### src/rtl/uart_pkg.sv
// Shared UART definitions: receive FSM encoding, frame geometry and the
// baud-divider calculation used by both the receiver and the transmitter.
package uart_pkg;

  localparam int FRAME_W = 11;
  localparam int DATA_W  = 8;

  typedef enum logic [2:0] {
    IDLE   = 3'd0,
    START  = 3'd1,
    DATA   = 3'd2,
    PARITY = 3'd3,
    STOP   = 3'd4
  } rx_state_e;

  // Clocks per oversample tick, rounded to nearest.
  function automatic int calc_div(input int clk_freq, input int baud, input int oversample);
    int den;
    den = baud * oversample;
    return (clk_freq + den / 2) / den;
  endfunction

endpackage

### src/rtl/uart_baud_tick.sv
// Free-running tick generator: one-clock pulse every DIV clocks. A restart
// forces the count back to zero so the tick phase follows an external event.
module uart_baud_tick #(
  parameter int DIV = 326
) (
  input  logic clk,
  input  logic reset,
  input  logic restart_i,
  output logic tick_o
);

  localparam int CW = (DIV > 1) ? $clog2(DIV) : 1;
  localparam logic [CW-1:0] LAST = CW'(DIV - 1);

  logic [CW-1:0] cnt_q;

  assign tick_o = (cnt_q == LAST) && !restart_i;

  // Count 0..DIV-1, zeroing on restart or at the end of each period.
  always_ff @(posedge clk or posedge reset) begin
    if (reset) begin
      cnt_q <= '0;
    end else if (restart_i || cnt_q == LAST) begin
      cnt_q <= '0;
    end else begin
      cnt_q <= cnt_q + 1'b1;
    end
  end

endmodule

### src/rtl/uart_receiver.sv
// UART receive stage: synchronises rx, locks onto a start-bit falling edge,
// samples data/parity/stop at mid-bit and hands results over with a
// pending/acknowledge handshake and sticky overrun.
module uart_receiver
  import uart_pkg::*;
#(
  parameter int CLK_FREQ   = 50_000_000,
  parameter int BAUD       = 9_600,
  parameter int OVERSAMPLE = 16,
  parameter bit PARITY_EN  = 1'b1,
  parameter bit PARITY_ODD = 1'b0,
  parameter int DIV        = calc_div(CLK_FREQ, BAUD, OVERSAMPLE)
) (
  input  logic               clk,
  input  logic               reset,
  input  logic               rx,
  input  logic               read_ack,
  output logic [DATA_W-1:0]  data,
  output logic [FRAME_W-1:0] frame,
  output logic               data_valid,
  output logic               data_pending,
  output logic               parity_error,
  output logic               framing_error,
  output logic               overrun
);

  localparam int SW = $clog2(OVERSAMPLE);
  localparam logic [SW-1:0] HALF_LAST = SW'(OVERSAMPLE / 2 - 1);
  localparam logic [SW-1:0] FULL_LAST = SW'(OVERSAMPLE - 1);

  logic              rx_meta_q, rx_sync_q, rx_prev_q;
  rx_state_e         state_q, state_d;
  logic [SW-1:0]     cnt_q, cnt_d;
  logic [2:0]        idx_q, idx_d;
  logic [DATA_W-1:0] shift_q, shift_d;
  logic              par_bit_q, par_bit_d;
  logic              par_err_q, par_err_d;
  logic              restart, tick, done;

  logic [DATA_W-1:0]  data_q;
  logic [FRAME_W-1:0] frame_q;
  logic               valid_q, pending_q, perr_q, ferr_q, overrun_q;

  uart_baud_tick #(.DIV(DIV)) u_tick (
    .clk       (clk),
    .reset     (reset),
    .restart_i (restart),
    .tick_o    (tick)
  );

  // Two-flop synchroniser plus one history flop for falling-edge detection;
  // all preset to the idle-high line level.
  always_ff @(posedge clk or posedge reset) begin
    if (reset) begin
      rx_meta_q <= 1'b1;
      rx_sync_q <= 1'b1;
      rx_prev_q <= 1'b1;
    end else begin
      rx_meta_q <= rx;
      rx_sync_q <= rx_meta_q;
      rx_prev_q <= rx_sync_q;
    end
  end

  // FSM next-state, sample counting and bit capture.
  always_comb begin
    state_d   = state_q;
    cnt_d     = cnt_q;
    idx_d     = idx_q;
    shift_d   = shift_q;
    par_bit_d = par_bit_q;
    par_err_d = par_err_q;
    restart   = 1'b0;
    done      = 1'b0;
    if (state_q != IDLE && tick) cnt_d = cnt_q + 1'b1;
    case (state_q)
      IDLE: begin
        // Edge rather than level, so a low stop bit cannot retrigger.
        if (!rx_sync_q && rx_prev_q) begin
          state_d   = START;
          cnt_d     = '0;
          restart   = 1'b1;
          par_bit_d = 1'b0;
          par_err_d = 1'b0;
        end
      end
      START: begin
        if (tick && cnt_q == HALF_LAST) begin
          cnt_d   = '0;
          idx_d   = '0;
          state_d = rx_sync_q ? IDLE : DATA;
        end
      end
      DATA: begin
        if (tick && cnt_q == FULL_LAST) begin
          cnt_d          = '0;
          shift_d[idx_q] = rx_sync_q;
          idx_d          = idx_q + 1'b1;
          if (idx_q == 3'd7) state_d = PARITY_EN ? PARITY : STOP;
        end
      end
      PARITY: begin
        if (tick && cnt_q == FULL_LAST) begin
          cnt_d     = '0;
          par_bit_d = rx_sync_q;
          par_err_d = rx_sync_q != ((^shift_q) ^ PARITY_ODD);
          state_d   = STOP;
        end
      end
      STOP: begin
        if (tick && cnt_q == FULL_LAST) begin
          cnt_d   = '0;
          done    = 1'b1;
          state_d = IDLE;
        end
      end
      default: state_d = IDLE;
    endcase
  end

  // FSM and datapath state registers.
  always_ff @(posedge clk or posedge reset) begin
    if (reset) begin
      state_q   <= IDLE;
      cnt_q     <= '0;
      idx_q     <= '0;
      shift_q   <= '0;
      par_bit_q <= 1'b0;
      par_err_q <= 1'b0;
    end else begin
      state_q   <= state_d;
      cnt_q     <= cnt_d;
      idx_q     <= idx_d;
      shift_q   <= shift_d;
      par_bit_q <= par_bit_d;
      par_err_q <= par_err_d;
    end
  end

  // Result, flag pulses and handshake. An ack seen during the valid pulse
  // is taken as stale and does not clear the freshly delivered byte.
  always_ff @(posedge clk or posedge reset) begin
    if (reset) begin
      data_q    <= '0;
      frame_q   <= '0;
      valid_q   <= 1'b0;
      pending_q <= 1'b0;
      perr_q    <= 1'b0;
      ferr_q    <= 1'b0;
      overrun_q <= 1'b0;
    end else begin
      valid_q <= done;
      perr_q  <= done & par_err_q;
      ferr_q  <= done & ~rx_sync_q;
      if (done) begin
        data_q    <= shift_q;
        frame_q   <= {rx_sync_q, par_bit_q, shift_q, 1'b0};
        pending_q <= 1'b1;
        if (pending_q && !read_ack) overrun_q <= 1'b1;
      end else if (read_ack && !valid_q) begin
        pending_q <= 1'b0;
        overrun_q <= 1'b0;
      end
    end
  end

  assign data          = data_q;
  assign frame         = frame_q;
  assign data_valid    = valid_q;
  assign data_pending  = pending_q;
  assign parity_error  = perr_q;
  assign framing_error = ferr_q;
  assign overrun       = overrun_q;

endmodule

### config.mk
export PLATFORM = sky130hd
export DESIGN_NAME = uart_receiver
export DESIGN_NICKNAME = d
export VERILOG_FILES = /design/src/rtl/uart_pkg.sv /design/src/rtl/uart_baud_tick.sv /design/src/rtl/uart_receiver.sv
export SDC_FILE = /design/constraint.sdc
export NUM_CORES = 1
export LEC_CHECK = 0
export BUFFER_PORTS_ARGS = -buffer_cell sky130_fd_sc_hd__buf_2
export CORE_MARGIN = 8
export CORE_UTILIZATION = 45
export DETAILED_ROUTE_END_ITERATION = 6
export MAX_ROUTING_LAYER = met4
export PLACE_DENSITY = 0.77
export SLEW_MARGIN = 40
export SYNTH_ARGS = -nofsm -noshare
export SYNTH_HDL_FRONTEND = slang
export SYNTH_SLANG_ARGS = --single-unit
### constraint.sdc
create_clock -name clk -period 1.98 [get_ports clk]
set_clock_uncertainty 0.1 [all_clocks]
set_input_delay 0.297 -clock clk [delete_from_list [all_inputs] [get_ports clk]]
set_output_delay 0.297 -clock clk [all_outputs]
set_load 0.01 [all_outputs]
==> reports/qor.yml <==
outcome:
  status: "finished with violations"
  violations: "setup timing"
power_and_ir_drop:
  vdd_drop_max_uv: 571
  powerDensity_mw_per_mm2: 797
  p_total_w: 0.00217
  leakage_nw: 1.41
floorplanning:
  ioPinCount: 28
  coreArea_mm2: 0.00479
  dieHeight_um: 86.8
  start_util: 0.471
  rows: 25
  die_w_um: 86.8
  fp.dieArea_mm2: 0.00754
yosys:
  yosysWarningCount: 0
  synth_edf_count: 0
  synth_nets: 218
  synthMuxAreaShare: 0.0998
  async_flop_share: 1.00
  synth_cell_types: 38
  synth-compound-area-share: 0.0582
  synthCells: 209
  ys_seq_area_frac: 0.523
  yosys_register_bits: 47
  synth_top_family_by_area: "simple AND/OR/NAND/NOR gates"
  synth.cell_area_mm2: 0.00226
  synthFlopType: "dfrtp_1"
  synth.area.top_cells: "dfrtp_1 (49%), mux2_2 (8.0%), nor2_1 (4.2%)"
  avgSynthCellArea_um2: 10.8
  synth_top_area_frac: 0.488
  yosys.area.top_type: "dfrtp_1"
  yosys.area_share.adder: 0.0277
  synth-simple-area-share: 0.171
  synthXorXnorAreaFrac: 0.0682
clock_network:
  cts_tree: "built"
  cts_max_level: 2
  cts_buffers: 5
  cts.sink_count: 47
  clockRootBuffer: "clkbuf_8"
  clk_path_buf_depth: 2
  insertion_delay_ns: 0.29
  clkTransAtPathRegs_ns: 0.09
place:
  place_area_mm2: 0.00254
  portBuffers: 26
  dp_hpwl_um: 3130
  gp_congestion: 0.932
  pre_cts_ws_ns: -0.0369
detailed_routing:
  firstDrtPassIters: 4
  viasPerCell: 5.15
  drtIter0Drc: 134
  routedWlPerCell_um: 13.9
  routed_wl_um: 4440
  num_vias: 1643
  drc: 0
  drtAntennaViolNets: 0
layout:
  mostFrequentLayoutCell: "dfrtp_1"
  drive_above_1_share: 0.353
  num_antenna_cells: 0
  final_cell_mix: "dfrtp_1 (44), buf_2 (26), nor2_1 (24)"
  fin_area_mm2: 0.00272
  final_nets: 260
  syn_to_final_growth_pct: 20.7
  fillers: 382
worst_hold_path:
  hp-class: "in -> reg"
critical_path:
  cp_data_arrival_time_ns: 2.08
  worstPathMaxFanout: 4
  criticalPathCategory: "reg -> reg"
  path_cells: "or4b_4 -> nor3_4 -> and3_4 -> nand3_2 -> mux2_4"
  worst-path-buf-inv: 0
  required_ns: 2.07
  path_delay_family: "simple AND/OR/NAND/NOR gates"
  cp-start-kind: "register"
  critPathSlowestCell: "or4b_4"
  endpoint_kind: "register"
  max_stage_delay_ns: 0.56
flow_run:
  max_cap_violations: 0
grt:
  grt_pass1_wl_um: 7600
  antenna_found_initial: 0
  first_global_vias: 1710
  grt.total_usage: 0.129
  gr-total-overflow: 0
  grt_max_degree: 27
sta:
  fin_crit_sh: 1.01
  max_slew_margin: 0.579
  setup_viol: 1
  worstMarginPinSlew_ns: 0.625
  hold_viol: 0
  fin_ws_ns: -0.0125
  fmax_mhz: 502
  final_max_slew_viol_count: 0
  grt_setup_unrepaired: "yes"
  fin_setup_tns_ns: -0.0125
  fin_crit_ns: 1.99
==> where the power goes <==
group	total (W)	switching, W	internal (W)
Clock	0.000697	0.000321	0.000376
Sequential	0.00111	0.0000723	0.00103
Combinational	0.000369	0.000195	0.000173
==> layout make-up <==
| cell class | instances | area, um2 | share of cell area |
|---|---|---|---|
| Sequential cell | 47 | 1180 | 0.433 |
| Multi-Input combinational cell | 141 | 1010 | 0.369 |
| Timing Repair Buffer | 49 | 315 | 0.116 |
| Tap cell | 67 | 83.8 | 0.0308 |
| Clock buffer | 5 | 68.8 | 0.0253 |
| Clock inverter | 3 | 43.8 | 0.0161 |
| Inverter | 7 | 26.3 | 0.00965 |
==> path summary, 6_finish.rpt <==
kind                                           start                         to  slack [ns]  cells after the start
setup reg to reg           u_tick.cnt_q[4]$_DFF_PP0_     shift_q[7]$_DFFE_PP0P_       -0.01                      5
hold / removal                              read_ack        overrun$_DFFE_PP0P_        0.08                      2
hold reg to reg                  rx_meta_q$_DFF_PP1_        rx_sync_q$_DFF_PP1_        0.27                      0
max in group asynchronous                      reset     shift_q[7]$_DFFE_PP0P_        0.72                      4
setup / recovery           u_tick.cnt_q[4]$_DFF_PP0_     shift_q[7]$_DFFE_PP0P_       -0.01                      5
min in group asynchronous                      reset  u_tick.cnt_q[8]$_DFF_PP0_        0.49                      3
==> through the flow <==
step	util	hold slack, ns	std cells
2_1_floorplan	-	0.201	209
3_3_place_gp	0.532	0.247	309
3_5_place_dp	0.532	0.253	309
4_1_cts	0.562	0.0790	319
5_1_grt	0.569	0.0890	319
6_report	0.569	0.0792	319
==> sequential cells by signal, indices dropped and copies added (netlist names), 3 cells and up <==
name / cells
idx_q: 3
frame: 3
shift_q: 8
data: 7
u_tick.cnt_q: 9
state_q: 3
cnt_q: 4
==> synth_stat cells, drive strengths merged, types with 2 or more instances <==
cell type	count
and3	5
nand2	19
a21oi	5
dfrtp	44
nand3	10
nor3b	3
nand4	3
o31ai	2
mux2i	3
xnor2	6
nand2b	4
clkbuf	4
dfstp	3
nor2	25
buf	10
nor3	3
ha	5
o21ai	9
xor2	9
inv	7
mux2	17
o22ai	2
==> timing repair <==
action,4_1_cts,5_1_grt
hold endpoints to repair,22,0
setup endpoints to repair,3,27
hold buffers,2,0
pin swaps,0,1
buffers inserted,0,0
resized for setup,3,10
==> per-layer routing <==
layer	share of wire	track usage	vias up
li1	-	-	789
met3	0.056	0.0321	7
met2	0.48	0.209	46
met5	0	-	-
met4	0.013	0.0595	0
met1	0.45	0.149	801
==> cell families (layout without fill, tap and decap cells) <==
logic type,Yosys count,in the layout
AND/OR/NAND/NOR,77,77
flip-flops,47,47
AO/OA/AOI/OAI,22,22
buffers and inverters,21,64
multiplexers,20,20
XOR/XNOR,16,16
adder cells (fa/ha/maj),5,5
other,1,1
No activity file was read; power rests on OpenSTA's default activity.
